===== src/rtl/bus_sched_pkg.sv =====
// Shared constants, state encodings and destination decoding for the
// round-robin bus scheduler.
package bus_sched_pkg;

  localparam int unsigned DEST_W    = 8;
  localparam int unsigned DROP_W    = 8;
  localparam int unsigned MAX_PORTS = 16;
  localparam int unsigned SRC_W     = 4;

  localparam logic [1:0] ST_IDLE  = 2'd0;
  localparam logic [1:0] ST_POP   = 2'd1;
  localparam logic [1:0] ST_ROUTE = 2'd2;
  localparam logic [1:0] ST_PUSH  = 2'd3;

  // Target mask for a packet from src; all-zero means the destination is invalid.
  function automatic logic [MAX_PORTS-1:0] dest_mask(
    input logic [DEST_W-1:0] dest,
    input logic [SRC_W-1:0]  src,
    input logic [DEST_W-1:0] bcast,
    input int unsigned       nports
  );
    logic [MAX_PORTS-1:0] ports;
    ports = (nports >= MAX_PORTS) ? '1 : MAX_PORTS'((32'd1 << nports) - 32'd1);
    dest_mask = '0;
    if (dest == bcast)
      dest_mask = ports & ~(MAX_PORTS'(1) << src);
    else if ((32'(dest) < nports) && (dest != DEST_W'(src)))
      dest_mask = MAX_PORTS'(1) << dest;
  endfunction

endpackage


===== src/rtl/rr_pick.sv =====
// Combinational round-robin finder: first set request after ptr, with wrap.
module rr_pick #(
  parameter int unsigned n = 4
) (
  input  logic [n-1:0]         req,
  input  logic [$clog2(n)-1:0] ptr,
  output logic [$clog2(n)-1:0] grant_c,
  output logic                 valid_c
);

  localparam int unsigned IDX_W = $clog2(n);

  logic [IDX_W-1:0] idx;

  always_comb begin
    grant_c = ptr;
    valid_c = 1'b0;
    idx     = ptr;
    for (int unsigned k = 1; k <= n; k++) begin
      idx = IDX_W'((32'(ptr) + k) % n);
      if (!valid_c && req[idx]) begin
        valid_c = 1'b1;
        grant_c = idx;
      end
    end
  end

endmodule


===== src/rtl/bus_rr_sched.sv =====
// Round-robin scheduler: pops one packet from a pending source FIFO and
// delivers it atomically to one or all destination FIFOs.
module bus_rr_sched
  import bus_sched_pkg::*;
#(
  parameter int unsigned       drvrs     = 4,
  parameter int unsigned       pckg_sz   = 16,
  parameter logic [DEST_W-1:0] broadcast = 8'hFF,
  parameter int unsigned       max_wait  = 255
) (
  input  logic                       clk,
  input  logic                       reset,
  input  logic [drvrs-1:0]           pndng,
  input  logic [drvrs*pckg_sz-1:0]   D_pop,
  output logic [drvrs-1:0]           pop,
  input  logic [drvrs-1:0]           full,
  output logic [drvrs-1:0]           push,
  output logic [pckg_sz-1:0]         D_push,
  output logic [$clog2(drvrs)-1:0]   grant_id,
  output logic                       busy,
  output logic [DROP_W-1:0]          drop_cnt
);

  localparam int unsigned IDX_W  = $clog2(drvrs);
  localparam int unsigned WAIT_W = $clog2(max_wait + 1);

  logic [1:0]         state, state_nxt;
  logic [IDX_W-1:0]   ptr, ptr_nxt, grant_nxt, pick_idx;
  logic               pick_vld;
  logic [pckg_sz-1:0] pkt_reg, pkt_nxt, dpush_nxt;
  logic [drvrs-1:0]   mask_reg, mask_nxt, route_mask, pop_nxt, push_nxt;
  logic [WAIT_W-1:0]  wait_cnt, wait_nxt;
  logic [DROP_W-1:0]  drop_nxt, drop_inc;
  logic               busy_nxt;
  logic [DEST_W-1:0]  dest;
  logic [pckg_sz-1:0] src_word [drvrs];

  for (genvar i = 0; i < drvrs; i++) begin : g_unpack
    assign src_word[i] = D_pop[i*pckg_sz +: pckg_sz];
  end

  rr_pick #(.n(drvrs)) u_pick (
    .req     (pndng),
    .ptr     (ptr),
    .grant_c (pick_idx),
    .valid_c (pick_vld)
  );

  assign dest       = pkt_reg[pckg_sz-1 -: DEST_W];
  assign route_mask = drvrs'(dest_mask(dest, SRC_W'(grant_id), broadcast, drvrs));
  assign drop_inc   = (drop_cnt == '1) ? drop_cnt : drop_cnt + DROP_W'(1);

  // State and registered outputs
  always_ff @(posedge clk or negedge reset) begin
    if (!reset) begin
      state    <= ST_IDLE;
      ptr      <= IDX_W'(drvrs - 1);
      grant_id <= '0;
      pkt_reg  <= '0;
      mask_reg <= '0;
      wait_cnt <= '0;
      drop_cnt <= '0;
      pop      <= '0;
      push     <= '0;
      D_push   <= '0;
      busy     <= 1'b0;
    end else begin
      state    <= state_nxt;
      ptr      <= ptr_nxt;
      grant_id <= grant_nxt;
      pkt_reg  <= pkt_nxt;
      mask_reg <= mask_nxt;
      wait_cnt <= wait_nxt;
      drop_cnt <= drop_nxt;
      pop      <= pop_nxt;
      push     <= push_nxt;
      D_push   <= dpush_nxt;
      busy     <= busy_nxt;
    end
  end

  // Next state; the push strobe is decided one edge ahead so it lands registered
  always_comb begin
    state_nxt = state;
    ptr_nxt   = ptr;
    grant_nxt = grant_id;
    pkt_nxt   = pkt_reg;
    mask_nxt  = mask_reg;
    wait_nxt  = wait_cnt;
    drop_nxt  = drop_cnt;
    pop_nxt   = '0;
    push_nxt  = '0;
    dpush_nxt = D_push;
    case (state)
      ST_IDLE: begin
        if (pick_vld) begin
          grant_nxt = pick_idx;
          pop_nxt   = drvrs'(1) << pick_idx;
          state_nxt = ST_POP;
        end
      end
      ST_POP: begin
        pkt_nxt   = src_word[grant_id];
        ptr_nxt   = grant_id;
        state_nxt = ST_ROUTE;
      end
      ST_ROUTE: begin
        if (route_mask == '0) begin
          drop_nxt  = drop_inc;
          state_nxt = ST_IDLE;
        end else begin
          mask_nxt  = route_mask;
          wait_nxt  = '0;
          state_nxt = ST_PUSH;
          if ((full & route_mask) == '0) begin
            push_nxt  = route_mask;
            dpush_nxt = pkt_reg;
          end
        end
      end
      ST_PUSH: begin
        if (push != '0) begin
          state_nxt = ST_IDLE;
        end else if ((full & mask_reg) == '0) begin
          push_nxt  = mask_reg;
          dpush_nxt = pkt_reg;
        end else if (wait_cnt == WAIT_W'(max_wait - 1)) begin
          drop_nxt  = drop_inc;
          state_nxt = ST_IDLE;
        end else begin
          wait_nxt = wait_cnt + WAIT_W'(1);
        end
      end
      default: state_nxt = ST_IDLE;
    endcase
    busy_nxt = (state_nxt != ST_IDLE);
  end

endmodule

===== config.mk =====
export PLATFORM = sky130hd
export DESIGN_NAME = bus_rr_sched
export DESIGN_NICKNAME = d
export VERILOG_FILES = /design/src/rtl/bus_sched_pkg.sv /design/src/rtl/rr_pick.sv /design/src/rtl/bus_rr_sched.sv
export SDC_FILE = /design/constraint.sdc
export NUM_CORES = 1
export LEC_CHECK = 0
export CORE_ASPECT_RATIO = 0.9
export CORE_MARGIN = 8
export CORE_UTILIZATION = 48
export DETAILED_ROUTE_END_ITERATION = 8
export PLACE_DENSITY = 0.92
export SETUP_SLACK_MARGIN = 0.1
export SLEW_MARGIN = 20
export SYNTH_ARGS = -nofsm -noshare
export SYNTH_HDL_FRONTEND = slang
export SYNTH_SLANG_ARGS = --single-unit

===== constraint.sdc =====
create_clock -name clk -period 2.9 [get_ports clk]
set_clock_uncertainty 0.2 [all_clocks]
set_input_delay 0.29 -clock clk [delete_from_list [all_inputs] [get_ports clk]]
set_output_delay 0.29 -clock clk [all_outputs]
set_load 0.005 [all_outputs]

==> run_results.csv <==
group,metric,value,unit
route,viasPerCell,6.25,
power,sw_frac_of_total,38.3,%
global_route,grt_pass1_wl,16.8,mm
floorplan,dieHeight,101,um
power,ir_drop,0.548,mV
floorplan,initial_core_util,48.7,%
clock_network,htreeDepth,3,
layout,final_cells,566,
layout,finish.utilization,66.2,%
clock_network,clock-root-buffer,"clkbuf_8",
worst_setup_path,max_stage_delay,0.59,ns
logic_synthesis,synth.net_count,431,
clock_network,postCtsSetupBuffers,0,
timing,setup_violations,0,
power,power_density,974,nW/um^2
placement,post-place-ws,0.191,ns
worst_setup_path,required,2.93,ns
route,dr.pass1.iters,5,
clock_network,post_cts_resized,0,
route,wl,10.5,mm
placement,gp_congestion,0.950,
logic_synthesis,yosysWarnings,0,
power,pwr-share-clk,14.7,%
worst_setup_path,start_kind,"flop",
logic_synthesis,yosysSeqAreaShare,43.4,%
layout,drive_gt1_share,16.3,%
logic_synthesis,synthArstFlopShare,100,%
placement,dp_hpwl,7.76,mm
floorplan,core,7950,sq um
power,power.total,5130,uW
global_route,grt_antenna_before_repair,0,
power,intPower,3160,uW
timing,final-hold-violation-count,0,
route,wl_met3,990,um
logic_synthesis,syn_area,3870,sq um
layout,final_cell_mix,"clkdlybuf4s50_1, dfrtp_1, nand3_1",
timing,rsz0062_at_grt,"false",
timing,finalCritPeriodShare,89.4,%
layout,mostFrequentLayoutCell,"clkdlybuf4s50_1",
route,routed.top_layer,"met4",
logic_synthesis,synth_edf_count,0,
worst_setup_path,cp.arrival,2.62,ns
worst_setup_path,crit_chain,"xor2_1 -> o2111a_1 -> nor2_1 -> buf_4 -> o41ai_1 -> a311o_1",
route,dr_total_vias,3536,
clock_network,clkTransAtPathRegs,0.07,ns
route,antenna_left,0,
logic_synthesis,synthCells,354,
global_route,grt-ovfl-total,0,
logic_synthesis,synth_flop_cell,"dfrtp_1",
route,wire_per_inst,18.5,um
timing,finalMaxSlewViolations,0,
worst_setup_path,crit_path_end_kind,"flop",
hold_path,hp-class,"reg2reg",
layout,fin_nets,539,
timing,fin_crit,2.59,ns
global_route,grt_max_degree,68,
logic_synthesis,avgSynthCellArea,10.9,sq um
worst_setup_path,critical_path_class,"reg2reg",
power,p_switching,1970,uW
layout,syn2layout_area_growth,36.0,%
route,drt-initial-drc-count,311,
floorplan,rows,31,
clock_network,cts_sinks,67,
timing,tns,0,ns
floorplan,ioPinCount,109,
worst_setup_path,crit_slowest_cell,"nor2_1",
global_route,grt_pass1_vias,3431,
floorplan,die_width,111,um
logic_synthesis,synth-seq-cells,67,
clock_network,numCtsBuffers,9,
placement,dp_cells,549,
power,p_leak,0.00214,uW
clock_network,cts.path.max_buffers,2,
clock_network,clkLatencyLatePin,0.34,ns
worst_setup_path,worstPathMaxFanout,16,
route,m1WireLength,4.14,mm
route,wl_met2,5.14,mm
timing,worst_slew_pin_slew,0.821,ns
timing,relSlewSlack,45.2,%
layout,antenna_cells,0,
power,pwr-share-seq,34.6,%
logic_synthesis,synth_cell_type_count,55,
clock_network,ctsHoldBuffers,1,
timing,setup_ws,0.308,ns
job,drv_cap,0,
floorplan,die_area,11200,sq um
placement,portBuffers,108,
outcome,status,"finished clean",
route,drc,0,
global_route,grt_use_total,18.1,%
clock_network,cts_tree,"done",
power,combPwrFrac,50.7,%
timing,max_freq,386,MHz
## path summary, 6_finish.rpt
path	end	cells past startpoint	from	slack (ns)
max reg2reg	D_push[9]$_DFFE_PN0P_	6	grant_id[1]$_DFFE_PN0P_	0.31
min reg2reg	drop_cnt[6]$_DFFE_PN0P_	1	drop_cnt[6]$_DFFE_PN0P_	0.31
max	D_push[9]$_DFFE_PN0P_	6	grant_id[1]$_DFFE_PN0P_	0.31
max in group asynchronous	drop_cnt[1]$_DFFE_PN0P_	3	reset	1.50
min	drop_cnt[6]$_DFFE_PN0P_	1	drop_cnt[6]$_DFFE_PN0P_	0.31
min in group asynchronous	pop[0]$_DFF_PN0_	3	reset	0.45
## power groups by stage
stage | clock network [uW] | logic, uW | registers, uW
final | 752 | 2600 | 1780
after global routing | 795 | 2830 | 1840
after CTS | 764 | 2610 | 1770
after detailed placement | 0 | 2590 | 1780
after global placement | 0 | 2500 | 1760
after floorplan | 0 | 1720 | 1640
## cell usage after synthesis (all sizes together), types with 4 or more instances
cell | instances | share of area, %
dfrtp | 65 | 42
nand3 | 38 | 4.9
nand2 | 22 | 2.1
a32oi | 18 | 4.3
mux2 | 17 | 4.9
mux4 | 17 | 9.9
buf | 16 | 2.0
nor2 | 13 | 1.3
a21oi | 11 | 1.4
clkbuf | 11 | 1.1
o21ai | 11 | 1.4
a41oi | 8 | 1.8
and2 | 8 | 1.3
nand2b | 8 | 1.3
or4 | 8 | 1.8
a22oi | 6 | 1.2
inv | 6 | 0.58
xor2 | 6 | 1.4
a22o | 5 | 1.1
a21o | 4 | 0.78
nor3 | 4 | 0.65
## per-layer routing
layer / track usage, % / vias to the layer above
met2: 29.9 / 195
met4: 4.67 / 0
li1: - / 1601
met1: 22.0 / 1707
met3: 6.75 / 33
met5: 0 / -
## per-stage QoR
stage | area, sq um | hold slack, ns
2_1_floorplan | 3870 | -0.206
6_report | 5270 | 0.313
3_5_place_dp | 5070 | 0.307
3_3_place_gp | 5070 | 0.284
4_1_cts | 5270 | 0.317
5_1_grt | 5270 | 0.341
## area by class of cell
| type | count | area [sq um] |
|---|---|---|
| Inverter | 6 | 22.5 |
| Multi-Input combinational cell | 254 | 2060 |
| Clock inverter | 2 | 35.0 |
| Tap cell | 99 | 124 |
| Timing Repair Buffer | 124 | 1200 |
| Fill cell | 592 | 2680 |
| Sequential cell | 67 | 1680 |
| Clock buffer | 14 | 153 |
## logic make-up after synthesis
family	after synthesis	share of synthesized area (%)
AOI/OAI and AO/OA	87	17.9
muxes	35	15.1
adders and majority gates	3	0.969
buffers and inverters	33	3.62
xor gates and xnor gates	9	2.42
and+or+nand+nor	120	16.6
DFF	67	43.4
## critical path: cells and delay by family, from the launching register on
kind / cells / cell delay (ns)
AOI/OAI and AO/OA: 3 / 0.67
xor gates and xnor gates: 1 / 0.21
buffers and inverters: 1 / 0.34
DFF: 1 / 0.47
and+or+nand+nor: 1 / 0.59
Note: power is estimated with default switching activity, not from simulation.
